<file path="config.mk">
export PLATFORM = sky130hd
export DESIGN_NAME = sd_llfifo_rdsched
export DESIGN_NICKNAME = d
export VERILOG_FILES = /design/src/rtl/sd_llfifo_pkg.sv /design/src/rtl/sd_llfifo_obuf.sv /design/src/rtl/sd_llfifo_rdsched.sv
export SDC_FILE = /design/constraint.sdc
export NUM_CORES = 1
export LEC_CHECK = 0
export ABC_CLOCK_PERIOD_IN_PS = 8770
export CAP_MARGIN = 20
export CORE_AREA = 2 2 115 117
export CTS_CLUSTER_SIZE = 30
export DETAILED_ROUTE_END_ITERATION = 16
export DIE_AREA = 0 0 117 119
export GPL_TIMING_DRIVEN = 0
export SLEW_MARGIN = 20
export SYNTH_ARGS = -nofsm -noshare
export SYNTH_HDL_FRONTEND = slang
export SYNTH_SLANG_ARGS = --single-unit
</file>
<file path="constraint.sdc">
create_clock -name clk -period 8.77 [get_ports clk]
set_input_delay 0.877 -clock clk [delete_from_list [all_inputs] [get_ports clk]]
set_output_delay 0.877 -clock clk [all_outputs]
set_load 0.01 [all_outputs]
</file>
<file path="src/rtl/sd_llfifo_pkg.sv">
// Shared types and helpers for the linked-list FIFO read-side scheduler.
package sd_llfifo_pkg;

  typedef enum logic {IDLE, ISSUE} state_t;

  localparam int max_q = 32;

  function automatic int qid_width(input int n);
    return (n > 1) ? $clog2(n) : 1;
  endfunction

  // First set bit of mask at or after ptr, wrapping modulo n; returns ptr if none set.
  function automatic int rr_pick(input logic [max_q-1:0] mask, input int ptr, input int n);
    int pick;
    int idx;
    pick = ptr;
    for (int i = max_q - 1; i >= 0; i--) begin
      if (i < n) begin
        idx = ptr + i;
        if (idx >= n) idx = idx - n;
        if (mask[idx[4:0]]) pick = idx;
      end
    end
    return pick;
  endfunction

endpackage

</file>
<file path="src/rtl/sd_llfifo_obuf.sv">
// Small synchronous FIFO with occupancy count; push on full is ignored unless a pop frees a slot.
module sd_llfifo_obuf #(
  parameter int ent_w = 8,
  parameter int depth = 4,
  parameter int cnt_w = $clog2(depth + 1)
) (
  input  logic             clk,
  input  logic             reset,
  input  logic             push,
  input  logic [ent_w-1:0] din,
  input  logic             pop,
  output logic [ent_w-1:0] dout,
  output logic [cnt_w-1:0] count
);

  localparam int ptr_w = (depth > 1) ? $clog2(depth) : 1;

  logic [ent_w-1:0] mem [depth];
  logic [ptr_w-1:0] wr_ptr;
  logic [ptr_w-1:0] rd_ptr;
  logic             empty;
  logic             full;
  logic             do_push;
  logic             do_pop;

  assign empty   = (count == '0);
  assign full    = (count == cnt_w'(depth));
  assign do_pop  = pop & ~empty;
  assign do_push = push & (~full | do_pop);
  assign dout    = mem[rd_ptr];

  function automatic logic [ptr_w-1:0] ptr_inc(input logic [ptr_w-1:0] p);
    return (p == ptr_w'(depth - 1)) ? '0 : p + 1'b1;
  endfunction

  always_ff @(posedge clk) begin
    if (do_push) mem[wr_ptr] <= din;
  end

  always_ff @(posedge clk or negedge reset) begin
    if (!reset) begin
      wr_ptr <= '0;
      rd_ptr <= '0;
      count  <= '0;
    end else begin
      if (do_push) wr_ptr <= ptr_inc(wr_ptr);
      if (do_pop)  rd_ptr <= ptr_inc(rd_ptr);
      case ({do_push, do_pop})
        2'b10:   count <= count + 1'b1;
        2'b01:   count <= count - 1'b1;
        default: count <= count;
      endcase
    end
  end

endmodule

</file>
<file path="src/rtl/sd_llfifo_rdsched.sv">
// Read-side scheduler: round-robin bursts of rd_req to llfifo queues under credit control,
// with returned words buffered and replayed on a srdy/drdy output.
module sd_llfifo_rdsched
  import sd_llfifo_pkg::*;
#(
  parameter int width      = 8,
  parameter int num_queues = 8,
  parameter int qid_sz     = qid_width(num_queues),
  parameter int max_out    = 4,
  parameter int burst      = 4,
  parameter int req_gap    = 2
) (
  input  logic                  clk,
  input  logic                  reset,
  input  logic [num_queues-1:0] q_en,
  input  logic [num_queues-1:0] q_empty,
  output logic [num_queues-1:0] rd_req,
  input  logic                  c_srdy,
  output logic                  c_drdy,
  input  logic [qid_sz-1:0]     c_qid,
  input  logic [width-1:0]      c_data,
  output logic                  p_srdy,
  input  logic                  p_drdy,
  output logic [qid_sz-1:0]     p_qid,
  output logic [width-1:0]      p_data,
  output logic                  seq_err
);

  localparam int cnt_w  = $clog2(max_out + 1);
  localparam int bcnt_w = $clog2(burst + 1);
  localparam int hold_w = (req_gap > 1) ? $clog2(req_gap) : 1;

  state_t                    state, state_nxt;
  logic [qid_sz-1:0]         cur, cur_nxt;
  logic [qid_sz-1:0]         rr_ptr, rr_ptr_nxt;
  logic [bcnt_w-1:0]         bcnt, bcnt_nxt;
  logic [hold_w-1:0]         holdoff, holdoff_nxt;
  logic [num_queues-1:0]     eligible;
  logic                      cur_elig;
  logic                      issue;
  logic                      credit_ok;
  logic [cnt_w-1:0]          inflight;
  logic [cnt_w-1:0]          occ;
  logic [qid_sz-1:0]         exp_qid;
  logic [qid_sz+width-1:0]   buf_dout;
  logic                      buf_pop;
  logic                      qid_bad;
  logic                      overflow;

  assign eligible  = q_en & ~q_empty;
  assign cur_elig  = eligible[cur];
  assign credit_ok = ({1'b0, inflight} + {1'b0, occ}) < (cnt_w + 1)'(max_out);
  assign rd_req    = issue ? (num_queues'(1) << cur) : '0;
  assign c_drdy    = reset;

  always_comb begin
    state_nxt   = state;
    cur_nxt     = cur;
    bcnt_nxt    = bcnt;
    rr_ptr_nxt  = rr_ptr;
    issue       = 1'b0;
    holdoff_nxt = (holdoff != '0) ? holdoff - 1'b1 : '0;
    case (state)
      IDLE: begin
        if (|eligible) begin
          cur_nxt   = qid_sz'(rr_pick(32'(eligible), int'(rr_ptr), num_queues));
          bcnt_nxt  = '0;
          state_nxt = ISSUE;
        end
      end
      ISSUE: begin
        // Empty flag of cur is only trusted once holdoff has drained.
        issue = (holdoff == '0) & credit_ok & cur_elig & (bcnt != bcnt_w'(burst));
        if (issue) begin
          bcnt_nxt    = bcnt + 1'b1;
          holdoff_nxt = hold_w'(req_gap - 1);
        end
        if ((bcnt == bcnt_w'(burst)) || (!cur_elig && (holdoff == '0))) begin
          state_nxt  = IDLE;
          rr_ptr_nxt = (cur == qid_sz'(num_queues - 1)) ? '0 : cur + 1'b1;
        end
      end
      default: state_nxt = IDLE;
    endcase
  end

  always_ff @(posedge clk or negedge reset) begin
    if (!reset) begin
      state   <= IDLE;
      cur     <= '0;
      rr_ptr  <= '0;
      bcnt    <= '0;
      holdoff <= '0;
      seq_err <= 1'b0;
    end else begin
      state   <= state_nxt;
      cur     <= cur_nxt;
      rr_ptr  <= rr_ptr_nxt;
      bcnt    <= bcnt_nxt;
      holdoff <= holdoff_nxt;
      if (qid_bad || overflow) seq_err <= 1'b1;
    end
  end

  // In-flight qid order; its count is the in-flight credit counter.
  sd_llfifo_obuf #(.ent_w(qid_sz), .depth(max_out), .cnt_w(cnt_w)) u_qfifo (
    .clk   (clk),
    .reset (reset),
    .push  (issue),
    .din   (cur),
    .pop   (c_srdy),
    .dout  (exp_qid),
    .count (inflight)
  );

  assign qid_bad  = c_srdy & ((inflight == '0) | (c_qid != exp_qid));
  assign buf_pop  = p_srdy & p_drdy;
  assign overflow = c_srdy & (occ == cnt_w'(max_out)) & ~buf_pop;

  sd_llfifo_obuf #(.ent_w(qid_sz + width), .depth(max_out), .cnt_w(cnt_w)) u_obuf (
    .clk   (clk),
    .reset (reset),
    .push  (c_srdy),
    .din   ({c_qid, c_data}),
    .pop   (p_drdy),
    .dout  (buf_dout),
    .count (occ)
  );

  assign p_srdy          = (occ != '0);
  assign {p_qid, p_data} = p_srdy ? buf_dout : '0;

endmodule
</file>
# After elaboration in Yosys (flattened, before gate mapping)
# Memory sizes are Yosys's and may differ from the RTL's.
# Cells that the tools add are included.
word_totals:
  ff_bits: 26
  ram_bits: 56
  inputBits: 31
  elab_cells: 185
  mem_count: 2
classes:
  add_sub_neg: 27
  order_cmp: 18
  eq_ne: 16
  shift: 1
  n_mux: 73
  bitwise: 23
  n_reduce_logical: 13
mem_list:
  columns: ["name", "depth", "width", "rd", "rd_ports_with_merged_regs", "write_ports", "line_no", "rtl"]
  rows:
  - ["u_obuf.mem", 4, 11, 1, 0, 1, "sd_llfifo_obuf.sv:18", "logic [ent_w-1:0] mem [depth];"]
  - ["u_qfifo.mem", 4, 3, 1, 0, 1, "sd_llfifo_obuf.sv:18", null]
ops:
  columns: ["op", "count"]
  rows:
  - ["5-bit two-way mux", 24]
  - ["5-bit by 6-bit less-than comparator with 1-bit output (second input constant)", 8]
  - ["1-bit binary-select mux with 5-bit select", 8]
  - ["4-bit by 4-bit subtractor with 5-bit output (second input constant)", 7]
  - ["3-bit two-way mux", 11]
  - ["4-bit >= comparator (second input constant)", 7]
  - ["1-bit two-way mux", 19]
  - ["3-bit case mux with 2 select lines", 3]
  - ["3-bit by 3-bit adder with 4-bit output (second input constant)", 4]
  - ["3-bit by 1-bit adder with 3-bit output (second input constant)", 4]
  - ["2-bit equality test (second input constant)", 6]
  - ["3-bit equality test (second input constant)", 4]
  - ["1-bit bitwise AND", 11]
  - ["11-bit two-way mux", 1]
  - ["2-bit by 1-bit adder with 2-bit output (second input constant)", 4]
  - ["3-bit by 2-bit adder with 4-bit output (second input constant)", 2]
  - ["8-bit bitwise AND", 1]
  - ["2-bit two-way mux", 4]
  - ["8-bit two-way mux", 1]
  - ["8-bit inverter", 1]
  - ["8-bit OR reduction", 1]
  - ["1-bit by 3-bit << shifter with 8-bit output (first input constant)", 1]
  - ["1-bit inverter", 7]
  - ["3-bit zero test", 2]
  - ["other kinds (22)", 30]

# Logic depth before layout (Yosys ltp)
logic_depth:
  word_depth: 15
  depth_mapped: 11

# Modules after synthesis
# From an unflattened synthesis, not the netlist that was laid out.
unflattened:
  hier_cells: 382
  area_unflattened_um2: 4999.8
modules_own_cells:
  columns: ["module", "n_inst", "cells_each", "area_each_um2"]
  rows:
  - ["sd_llfifo_obuf at u_obuf", 1, 110, 2123.3]
  - ["sd_llfifo_rdsched", 1, 218, 1991.9]
  - ["sd_llfifo_obuf at u_qfifo", 1, 54, 884.6]

# Worst setup path before layout
# Ideal clock, no wire load.
synth_path:
  kind: "input to output"
  from: "in q_empty[7]"
  to: "out rd_req[0]"
  arrival_time_ps: 2361
  required_ps: 7893
  slack_ps: 5532
  path_stages: 7
  n_path_buf: 1
  cell_sequence: "and2b_4 mux2_4 mux4_2 nand2_4 inv_2 buf_6 and3_1"
synth_via:
  elab_chain_len: 8
synth_rtl:
  columns: ["element", "line_no", "rtl"]
  rows:
  - ["start, declared", "sd_llfifo_rdsched.sv:16", "input logic [num_queues-1:0] q_empty,"]
  - ["8-bit inverter", "sd_llfifo_rdsched.sv:50", "assign eligible = q_en & ~q_empty;"]
  - ["8-bit bitwise AND", "sd_llfifo_rdsched.sv:50", null]
  - ["1-bit binary-select mux with 3-bit select", "sd_llfifo_rdsched.sv:51", "assign cur_elig = eligible[cur];"]
  - ["1-bit two-way mux (not written as such)", "sd_llfifo_rdsched.sv:51", null]
  - ["1-bit bitwise AND (2 in a row)", "sd_llfifo_rdsched.sv:73", "issue = (holdoff == '0) & credit_ok & cur_elig & (bcnt != bcnt_w'(burst));"]
  - ["1-bit two-way mux", "sd_llfifo_rdsched.sv:63", "case (state)"]
  - ["8-bit two-way mux", "sd_llfifo_rdsched.sv:53", "assign rd_req = issue ? (num_queues'(1) << cur) : '0;"]
  - ["end, declared", "sd_llfifo_rdsched.sv:17", "output logic [num_queues-1:0] rd_req,"]
# Every way passes these cells. The select of a mux whose other input is x is not followed.

# Worst setup path after layout
layout_path:
  from: "in q_empty[7]"
  to: "out rd_req[5]"
# Same word-level chain as after synthesis.

==> metrics.yaml <==
yosysTopAreaCell: "edfxtp_1"
grt_pass1_vias: 3468
synth.avg_cell_area_um2: 13.0
layout_common_cells: "edfxtp_1, clkdlybuf4s50_1, mux4_2, ha_1, dfrtp_1"
core_um2: 12900
grt_pass1_wl_um: 17400
viasPerCell: 5.30
slew-limit-headroom: 0.478
clkLatencyLatePin_ns: 0.33
drive_gt1_frac: 0.171
async_flop_share: 0.317
n_antenna_cell: 0
tns_ns: 0
postRouteAntennaNets: 0
antenna_found_initial: 0
clock-sinks: 82
first_pass_iters: 4
place_ws_ns: 4.49
cts_buffer_depth: 2
finalHoldViolations: 0
synth-edff-count: 56
startpoint_type: "primary input"
setup_viol: 0
drc_errors: 0
crit_path_end_kind: "primary output"
cp.arrival_ns: 3.40
grt_usage: 0.160
dieArea_um2: 13900
cts_buffers: 9
final_max_slew_viol_count: 0
skew_ns: 0.00812
seq_area_frac_synth: 0.468
status: "finished clean"
gr-total-overflow: 0
syn_area_um2: 4980
wl_per_cell_um: 16.8
post_cts.repair.setup_buffers: 0
yosysWarnings: 0
maxCapViolCount: 0
max_freq_ghz: 0.234
p_leak_nw: 2.35
wl_um: 10500
place_inst: 611
ir_drop_v: 0.000151
setup_slack_ns: 4.49
ys_dominant_reg_cell: "edfxtp_1"
final_cells: 627
htreeDepth: 3
synth_cell_types: 70
finalCritPeriodShare: 0.488
cp.required_ns: 7.89
period_needed_ns: 4.28
syn-num-nets: 444
num_io_pins: 53
rsz0062_at_grt: "false"
cts_resized: 0
final_common_cell: "edfxtp_1"
hold_path.class: "flip-flop to flip-flop"
synthToLayoutAreaGrowth_pct: 21.7
top_layer: "met4"
fp-row-count: 42
crit_fanout: 10
port_buffers: 52
synthCells: 383
initial_core_util: 0.387
grt_max_degree: 28
synth_seq_cells: 82
powerDensity_nw_per_um2: 348
crit_type: "primary input to primary output"
drt-met1-wl_um: 4680
dp_hpwl_um: 7690
netlist_top_cells_area: "edfxtp_1, dfrtp_1, mux4_2"
cts_root_buf: "clkbuf_16"
finalPower_w: 0.00211
postCtsHoldBufs: 0
via_count: 3323
synth_top_area_frac: 0.338
max_slew.worst_pin.slew_ns: 0.783
drtIter0Drc: 291
cts_tree: "done"
gp_congestion: 0.878
wl_met3_um: 511
clk_pin_slew_ns: 0.07
met2_wirelength_um: 5130
fp.dieW_um: 117
nNetsFinal: 507
die_y_um: 119
-- synth_stat cells, drive strengths merged, types with 8 or more instances --
| cell type | number |
|---|---|
| a21oi | 8 |
| and2 | 23 |
| and3 | 8 |
| buf | 10 |
| dfrtp | 26 |
| edfxtp | 56 |
| ha | 28 |
| inv | 25 |
| mux2 | 11 |
| mux2i | 15 |
| mux4 | 28 |
| nand2 | 17 |
| nor2 | 17 |
| nor2b | 8 |
| nor3 | 8 |
| o21ai | 10 |
-- per-layer routing --
layer / GRT usage / vias up
li1: - / 1580
met1: 0.209 / 1614
met2: 0.267 / 112
met3: 0.0331 / 17
met4: 0.0507 / 0
met5: 0 / -
-- registers in the layout (all words and copies together) (netlist names), 2 cells and up --
register / count
bcnt: 3
cur: 3
rr_ptr: 3
u_obuf.count: 3
u_obuf.mem: 44
u_obuf.rd_ptr: 2
u_obuf.wr_ptr: 2
u_qfifo.count: 3
u_qfifo.mem: 12
u_qfifo.rd_ptr: 2
u_qfifo.wr_ptr: 2
-- power breakdown --
group	leakage, nW	internal, W	switching (W)
registers	0.830	0.000523	0.0000926
logic	1.36	0.000517	0.000546
clock network	0.163	0.000280	0.000151
total	2.35	0.00132	0.000789
-- stage by stage --
stage,hold slack [ns],utilization,instance area [µm²]
after floorplan,0.472,-,4980
after global placement,0.452,0.444,5720
after detailed placement,0.466,0.444,5720
after CTS,0.485,0.471,6060
after global routing,0.501,0.471,6060
final,0.477,0.471,6060
-- critical path, cell delays in order --
cell,delay (ns)
clkdlybuf4s50_1,0.45
and2b_4,0.21
mux2_4,0.28
mux4_2,0.60
nand2_4,0.12
inv_2,0.06
buf_6,0.14
and3_1,0.18
clkdlybuf4s50_1,0.48
-- final cells by class --
cell class,count,area (µm²)
inverter,26,100
clock inverter,6,115
buffer,13,87.6
clock buffer,10,229
timing repair buffer,52,515
fill,1157,6820
tap,176,220
multi-input combinational,262,2460
sequential,82,2330
-- final timing paths --
kind / slack (ns) / to / cells past startpoint / start
setup / recovery: 4.49 / rd_req[5] / 9 / q_empty[7]
hold / removal: 0.48 / seq_err / 1 / seq_err
setup reg to reg: 5.53 / u_qfifo.count[2] / 8 / cur[0]
hold reg to reg: 0.48 / seq_err / 1 / seq_err
max in group asynchronous: 7.78 / u_qfifo.rd_ptr[1] / 1 / reset
min in group asynchronous: 0.58 / seq_err / 1 / reset
-- logic make-up (layout without fill, tap and decap cells) --
kind of cell | count (synthesis) | count (layout) | synth area share
simple gates | 111 | 111 | 0.129
flops | 82 | 82 | 0.468
compound gates | 56 | 56 | 0.0844
mux | 54 | 54 | 0.183
buf+inv | 39 | 107 | 0.0377
fa+ha+maj | 30 | 30 | 0.0784
xor+xnor | 11 | 11 | 0.0193
Power figures use the tool's default switching activity.
